`src/rtl/swan64_serial_round_ctrl.sv`:
```
// SWAN64 serial round sequencer: one 8-bit column per cycle, four cycles per Feistel round.
// Define SWAN_CTRL_ABORT_EN to add an abort input that drops the block in flight.
module swan64_serial_round_ctrl #(
    parameter int unsigned BLOCK_SIZE = 64,
    parameter int unsigned ROUNDS     = 32,
    parameter int unsigned RW         = 6,
    parameter int unsigned PA         = 1,
    parameter int unsigned PB         = 2,
    parameter int unsigned PC         = 7
) (
    input  logic                  clk,
    input  logic                  rst_n,
    input  logic                  in_valid,
    output logic                  in_ready,
    input  logic [BLOCK_SIZE-1:0] in_data,
    output logic [RW-1:0]         rk_idx,
    input  logic [31:0]           rk,
    output logic                  out_valid,
    input  logic                  out_ready,
    output logic [BLOCK_SIZE-1:0] out_data,
`ifdef SWAN_CTRL_ABORT_EN
    input  logic                  abort,
`endif
    output logic                  busy
);

    localparam int unsigned Half = BLOCK_SIZE / 2;
    localparam logic [RW-1:0] RndLast = RW'(ROUNDS - 1);

    typedef enum logic [1:0] {StIdle, StRun, StDone} state_e;

    state_e          state_q, state_d;
    logic [Half-1:0] l_q, l_d, r_q, r_d;
    logic [1:0]      col_q, col_d;
    logic [RW-1:0]   rnd_q, rnd_d;

    logic [4:0]      col_sh;
    logic [2:0]      rot_amt;
    logic [7:0]      mix, rot;
    logic [Half-1:0] r_upd;
    logic            last_col;
    logic            kill;

    function automatic logic [7:0] rotr8(input logic [7:0] a, input logic [2:0] p);
        logic [15:0] dbl;
        dbl = {a, a} >> p;
        return dbl[7:0];
    endfunction

    // Column 0 is the most significant byte of each half.
    assign col_sh   = {~col_q, 3'b000};
    assign last_col = (col_q == 2'd3);

    always_comb begin
        unique case (col_q)
            2'd0:    rot_amt = 3'(PC);
            2'd1:    rot_amt = 3'(PB);
            2'd2:    rot_amt = 3'(PA);
            default: rot_amt = 3'd0;
        endcase
    end

    assign mix   = l_q[col_sh +: 8] ^ rk[col_sh +: 8];
    assign rot   = rotr8(mix, rot_amt);
    assign r_upd = r_q ^ ({{(Half - 8){1'b0}}, rot} << col_sh);

`ifdef SWAN_CTRL_ABORT_EN
    assign kill = abort && (state_q != StIdle);
`else
    assign kill = 1'b0;
`endif

    always_ff @(posedge clk or negedge rst_n) begin
        if (!rst_n) begin
            state_q <= StIdle;
        end else begin
            state_q <= state_d;
        end
    end

    always_comb begin
        state_d = state_q;
        unique case (state_q)
            StIdle:  if (in_valid) state_d = StRun;
            StRun:   if (last_col && rnd_q == RndLast) state_d = StDone;
            StDone:  if (out_ready) state_d = StIdle;
            default: state_d = StIdle;
        endcase
        if (kill) state_d = StIdle;
    end

    always_comb begin
        in_ready  = (state_q == StIdle);
        busy      = (state_q == StRun);
        out_valid = (state_q == StDone);
        out_data  = (state_q == StDone) ? {l_q, r_q} : '0;
        rk_idx    = rnd_q;
    end

    always_comb begin
        l_d   = l_q;
        r_d   = r_q;
        col_d = col_q;
        rnd_d = rnd_q;
        unique case (state_q)
            StIdle: begin
                if (in_valid) begin
                    l_d   = in_data[Half +: Half];
                    r_d   = in_data[0 +: Half];
                    col_d = 2'd0;
                    rnd_d = '0;
                end
            end
            StRun: begin
                col_d = col_q + 2'd1;
                if (last_col) begin
                    // Last column and the Feistel swap share one edge.
                    l_d   = r_upd;
                    r_d   = l_q;
                    rnd_d = (rnd_q == RndLast) ? '0 : rnd_q + 1'b1;
                end else begin
                    r_d = r_upd;
                end
            end
            default: ;
        endcase
        if (kill) begin
            l_d   = '0;
            r_d   = '0;
            col_d = 2'd0;
            rnd_d = '0;
        end
    end

    always_ff @(posedge clk or negedge rst_n) begin
        if (!rst_n) begin
            l_q   <= '0;
            r_q   <= '0;
            col_q <= 2'd0;
            rnd_q <= '0;
        end else begin
            l_q   <= l_d;
            r_q   <= r_d;
            col_q <= col_d;
            rnd_q <= rnd_d;
        end
    end

endmodule

```
`config.mk`:
```
export PLATFORM = sky130hd
export DESIGN_NAME = swan64_serial_round_ctrl
export DESIGN_NICKNAME = d
export VERILOG_FILES = /design/src/rtl/swan64_serial_round_ctrl.sv
export SDC_FILE = /design/constraint.sdc
export NUM_CORES = 1
export LEC_CHECK = 0
export CAP_MARGIN = 20
export CORE_MARGIN = 2
export CORE_UTILIZATION = 30
export DETAILED_ROUTE_END_ITERATION = 10
export DONT_BUFFER_PORTS = 1
export REMOVE_ABC_BUFFERS = 1
export SLEW_MARGIN = 20
export SYNTH_ARGS = -nofsm -noshare
export SYNTH_HDL_FRONTEND = slang
export SYNTH_SLANG_ARGS = --single-unit
```
`constraint.sdc`:
```
create_clock -name clk -period 4.87 [get_ports clk]
set_input_delay 0.487 -clock clk [delete_from_list [all_inputs] [get_ports clk]]
set_output_delay 0.487 -clock clk [all_outputs]
set_load 0.01 [all_outputs]
```
==> out/qor.txt, run 1 <==
Max_cap viols: 0
YS warnings: 0
Hold Fails Final Rpt: 0
Fin crit share: 0.6773
Ports: 173
Detailed-route DRC error count: 0
Pins Over Slew Limit: 0
Drt total wl: 22,770 um
DR WL/cell: 22.00 um
Worst-Margin Slew: 0.9806 ns
Setup-failing EPs final: 0
# fillers: 2,207
DIE AREA: 21,870 um^2
Multi-input gate area: 4048 um^2
Cts repair resizes: 0
Startpoint class of the critical path: register
Port Buffers: 0
Synth top area cells: dfrtp_1 30%, nor3_1 7.7%, and2_1 6.5%, a21oi_1 5.2%, xor2_1 4.8%
Syn_area_per_cell: 7.874 um^2
Vias per cell: 5.931
TritonCTS clock tree: built
Cell count after synthesis: 789
R2r setup slk: 1.57 ns
RSZ-0062 raised after global routing: no
Min Hold Slack: 0.03315 ns
Largest net degree at the start of global routing: 75
Post-synth top area share: 0.2981
Sequential-to-total area share from yosys stat: 0.2981
Most common cell after layout, fill and taps aside: nor3_1
Placer congestion estimate: 0.8119
Initial antenna violation count: 0
Pwr Density: 751.6 nW/um^2
Initial DRC Count: 328
Global route overflow: 0
Setup CP Type: register to register
Post-synth EDFFs: 0
Register area: 1852 um^2
Slew HR: 0.3463
Final HPWL DP: 15,970 um
CTS clk-pin slew, worst paths: 0.06 ns
Leak: 2.701 nW
Synthesized flop and latch total: 74
Slowest stage delay, CP: 0.69 ns
Clock insertion delay at the later pin of the skew report: 0.35 ns
First-pass GRT wire length: 34,470 um
WP data arrival: 3.57 ns
Core Box Area: 20,300 um^2
H-tree Lvls: 3
Min Tclk post-route: 3.298 ns
Post-synthesis cell type count: 35
Layout cells sized above 1: 0.07843
Reg2reg end: l_q[11]$_DFFE_PN0P_
Maximum VDD drop: 283.2 uV
Most frequent cells in the layout: 96 x nor3_1, 74 x dfrtp_1, 71 x nor2_1
Worst Hold Class: primary input to asynchronous set/reset pin
Biggest area consumer among synthesized cells: dfrtp_1
Post-synth top flop: dfrtp_1
Post-CTS setup repair buffer count: 0
Worst setup EP type: register
TNS Setup: 0 ns
Die Ht: 147.9 um
Worst path bufs/invs: 1
GRT Util Overall: 0.2050
CP delay by family, top: simple AND/OR/NAND/NOR gates
Outcome: finished, final reports clean
Synthesized area: 6212 um^2
Reg2reg start: col_q[1]$_DFFE_PN0P_
R2r worst-path depth: 8
Starting Density: 0.3060
Sequence of cells on the critical path: inv_2 -> ha_1 -> a21oi_1 -> or2_2 -> o22ai_1 -> nor3_1 -> or4_1 -> nand3_1
FFs w/ async S/R, synth: 1.000
N_diodes: 0
Fmax: 0.3032 GHz
Crit-path max FO: 16
ANT nets after route: 0
Die Wd: 147.9 um
Final nets: 866
CTS max path bufs: 2
Slowest cell on crit path: o22ai_1
Root Buffer: clkbuf_16
TritonCTS buffer count: 9
FP Rows: 52
CTS sink count: 74
Layout area overhead: 10.15%
Vias after detailed routing: 6,139
Pre-antenna DRT Iters: 4
Worst EP required: 5.15 ns
Vias in the first global route: 5,738
Post-Route Skew: 0.009128 ns
[stage by stage]
step                      worst slack, ns  cells  cell area (um^2)  total power [mW]  utilization
after detailed placement            1.621   1018              6447             4.262       0.3176
after CTS                           1.593   1035              6843             5.138       0.3371
after global placement              1.698   1018              6447             4.221       0.3176
final                               1.572   1035              6843             5.143       0.3371
after global routing                1.329   1035              6843             5.521       0.3371
after floorplan                    0.4931    738              6005             3.387            -
[registers in the layout, indices dropped and copies added (netlist names)]
register and cells:
rk_idx 6, l_q 32, r_q 32, col_q 2, state_q 2
[layout make-up]
class | instances | share of cell area
sequential | 74 | 0.2706
clock buffer | 11 | 0.03547
multi-input combinational | 628 | 0.5915
tap | 270 | 0.04937
inverter | 36 | 0.01975
timing repair buffer | 11 | 0.01499
clock inverter | 5 | 0.01828
[how the worst max path moves through the flow]
stage / start / slack (ns) / cells past startpoint / endpoint
CTS: col_q[1]$_DFFE_PN0P_ / 1.59 / 8 / l_q[11]$_DFFE_PN0P_
floorplan: state_q[1]$_DFFE_PN0P_ / 0.49 / 7 / rk_idx[5]$_DFFE_PN0P_
detailed placement: col_q[1]$_DFFE_PN0P_ / 1.62 / 8 / l_q[11]$_DFFE_PN0P_
finish: col_q[1]$_DFFE_PN0P_ / 1.57 / 8 / l_q[11]$_DFFE_PN0P_
global route: col_q[1]$_DFFE_PN0P_ / 1.33 / 8 / l_q[3]$_DFFE_PN0P_
global placement: col_q[1]$_DFFE_PN0P_ / 1.70 / 8 / l_q[3]$_DFFE_PN0P_
[Yosys cell counts, types with 2 or more instances]
cell,number
a21oi_1,65
a22oi_1,32
and2_1,65
buf_1,7
buf_6,2
clkbuf_1,41
dfrtp_1,74
ha_1,6
inv_1,34
inv_2,2
mux4_2,8
nand2_1,8
nand2b_1,3
nand3_1,37
nand4_1,2
nor2_1,74
nor2b_1,3
nor3_1,96
nor4_1,33
o211ai_1,32
o21a_1,32
o21ai_0,5
o22ai_1,35
o22ai_2,11
o22ai_4,4
or2_2,2
or3_1,4
or4_1,32
xor2_1,34
[report_power, final]
part / leakage [nW] / internal (mW) / switching (mW)
sequential: 0.920 / 0.922 / 0.353
clock: 0.180 / 0.566 / 0.278
combinational: 1.60 / 1.04 / 1.98
total: 2.70 / 2.53 / 2.61
[kinds of logic after synthesis]
logic type | count (synthesis) | share of synthesized area
XOR/XNOR | 34 | 0.04794
flip-flops | 74 | 0.2981
buffers and inverters | 87 | 0.05519
AO/OA/AOI/OAI | 220 | 0.2481
AND/OR/NAND/NOR | 360 | 0.3096
adder cells (fa/ha/maj) | 6 | 0.01208
multiplexers | 8 | 0.02900
[layer usage]
layer,share of wire,GRT usage,wire length [um]
met5,0,0,0
met4,0.010,0.03952,234
met3,0.066,0.04321,1503
met2,0.48,0.3358,10900
met1,0.45,0.2817,10140
[what timing repair did]
| item | CTS | global route |
|---|---|---|
| hold endpoints to repair | 74 | 0 |
| hold buffers | 1 | 0 |
| setup endpoints to repair | 0 | 0 |
Note: power is estimated with default switching activity, not from simulation.
==> run 2: changes to the inputs <==
Clock period 4.87 ns to 3.4 ns, I/O delays scaled along.
==> out/qor.txt, run 2 (synthesized netlist as in run 1, its figures left out) <==
Worst path bufs/invs: 1
Min Hold Slack: 0.1448 ns
Post-Route Utilization: 0.3364
Worst-Margin Slew: 1.005 ns
FP Rows: 52
ANT nets after route: 0
Cts repair resizes: 0
Clock insertion delay at the later pin of the skew report: 0.35 ns
DR WL/cell: 21.84 um
Sw Ratio: 0.5195
Pre-antenna DRT Iters: 4
Clk pwr share: 0.141
CTS sink count: 74
Placed insts: 1,023
Most common cell after layout, fill and taps aside: nor3_1
CTS max path bufs: 2
Die Ht: 147.9 um
Ports: 173
Post-Route Skew: 0.01002 ns
Initial DRC Count: 333
Final non-filler cell total: 1,041
Sequence of cells on the critical path: inv_2 -> ha_1 -> a21oi_1 -> or2_2 -> o22ai_2 -> nor3_1 -> or4_1 -> nand3_1
First-pass GRT wire length: 35,160 um
Post-layout power: 7.168 mW
Global route overflow: 0
Layout cells sized above 1: 0.08560
Drt total wl: 22,740 um
GRT Util Overall: 0.2071
CP delay by family, top: simple AND/OR/NAND/NOR gates
TritonCTS clock tree: built
NetSw: 3.724 mW
Fmax: 0.3215 GHz
Setup CP Type: register to register
Worst setup EP type: register
Core Box Area: 20,300 um^2
Outcome: finished, final reports clean
Startpoint class of the critical path: register
RSZ-0062 raised after global routing: no
Largest net degree at the start of global routing: 75
Root Buffer: clkbuf_16
Placer congestion estimate: 0.8419
Maximum VDD drop: 328.2 uV
Leak: 2.704 nW
Combinational power share: 0.603
TritonCTS buffer count: 9
Fin crit share: 0.9147
TNS Setup: 0 ns
Post-CTS setup repair buffer count: 0
Max_cap viols: 0
Most frequent cells in the layout: 96 x nor3_1, 74 x dfrtp_1, 71 x nor2_1
Slowest stage delay, CP: 0.53 ns
Final HPWL DP: 15,990 um
Sequential power share: 0.256
H-tree Lvls: 3
Setup-failing EPs final: 0
Pwr Density: 1050 nW/um^2
Slew HR: 0.3285
Vias per cell: 5.843
N_diodes: 0
Layout area overhead: 9.909%
Worst Hold Class: primary input to register
Final nets: 872
Die Wd: 147.9 um
DIE AREA: 21,870 um^2
WP data arrival: 3.39 ns
Starting Density: 0.3060
# fillers: 2,199
Worst EP required: 3.68 ns
Hold Fails Final Rpt: 0
Pins Over Slew Limit: 0
Initial antenna violation count: 0
Vias in the first global route: 5,940
Vias after detailed routing: 6,083
P_int: 3.445 mW
Slowest cell on crit path: or4_1
Detailed-route DRC error count: 0
CTS clk-pin slew, worst paths: 0.07 ns
Min Tclk post-route: 3.110 ns
Port Buffers: 0
Crit-path max FO: 16
## run 2: changes by cell type in the layout (fill, tap and decap cells not counted)
cell and delta:
buf_4 +5, bufinv_16 -3, clkinv_4 +3, clkbuf_1 -1, clkinv_2 +1, dlygate4sd3_1 +1
## run 2: what timing repair did
item / CTS / global route
endpoints found under the hold margin: 74 / 0
endpoints found under the setup margin: 0 / 0
hold buffers: 2 / 0
## run 2: worst paths after layout
check	start	to	slack [ns]	cells past startpoint
max	col_q[1]$_DFFE_PN0P_	l_q[11]$_DFFE_PN0P_	0.29	8
min	in_data[54]	l_q[22]$_DFFE_PN0P_	0.14	2
max reg2reg	col_q[1]$_DFFE_PN0P_	l_q[11]$_DFFE_PN0P_	0.29	8
min reg2reg	l_q[26]$_DFFE_PN0P_	l_q[26]$_DFFE_PN0P_	0.57	2
max in group asynchronous	rst_n	r_q[4]$_DFFE_PN0P_	2.51	2
min in group asynchronous	rst_n	rk_idx[4]$_DFFE_PN0P_	0.57	2
## run 2: cell type report
cell class	instances	area, um^2	share of cell area
flip-flops and latches	74	1852	0.2712
repair buffers	17	150.1	0.02199
clock inverters	6	66.31	0.009712
multi-input cells	628	4048	0.5928
well taps	270	337.8	0.04948
clock buffers	10	239.0	0.03500
inverters	36	135.1	0.01979
## run 2: routing by layer
metal,global-route usage,part of all wire
met1,0.2730,0.44
met2,0.3402,0.47
met3,0.04815,0.073
met4,0.05952,0.019
met5,0,0
## run 2: stage by stage
step	instance area, um^2	worst slack, ns
after CTS	6828	0.3408
after global routing	6828	0.05732
after floorplan	6005	-0.9769
after global placement	6485	0.4213
after detailed placement	6485	0.3589
final	6828	0.2899
## run 2: power groups by stage
stage,combinational [mW],clock [mW],sequential (mW)
floorplan,3.17,0,1.68
global placement,4.22,0,1.84
detailed placement,4.28,0,1.84
CTS,4.33,1.02,1.83
global route,4.79,1.06,1.91
finish,4.32,1.01,1.84
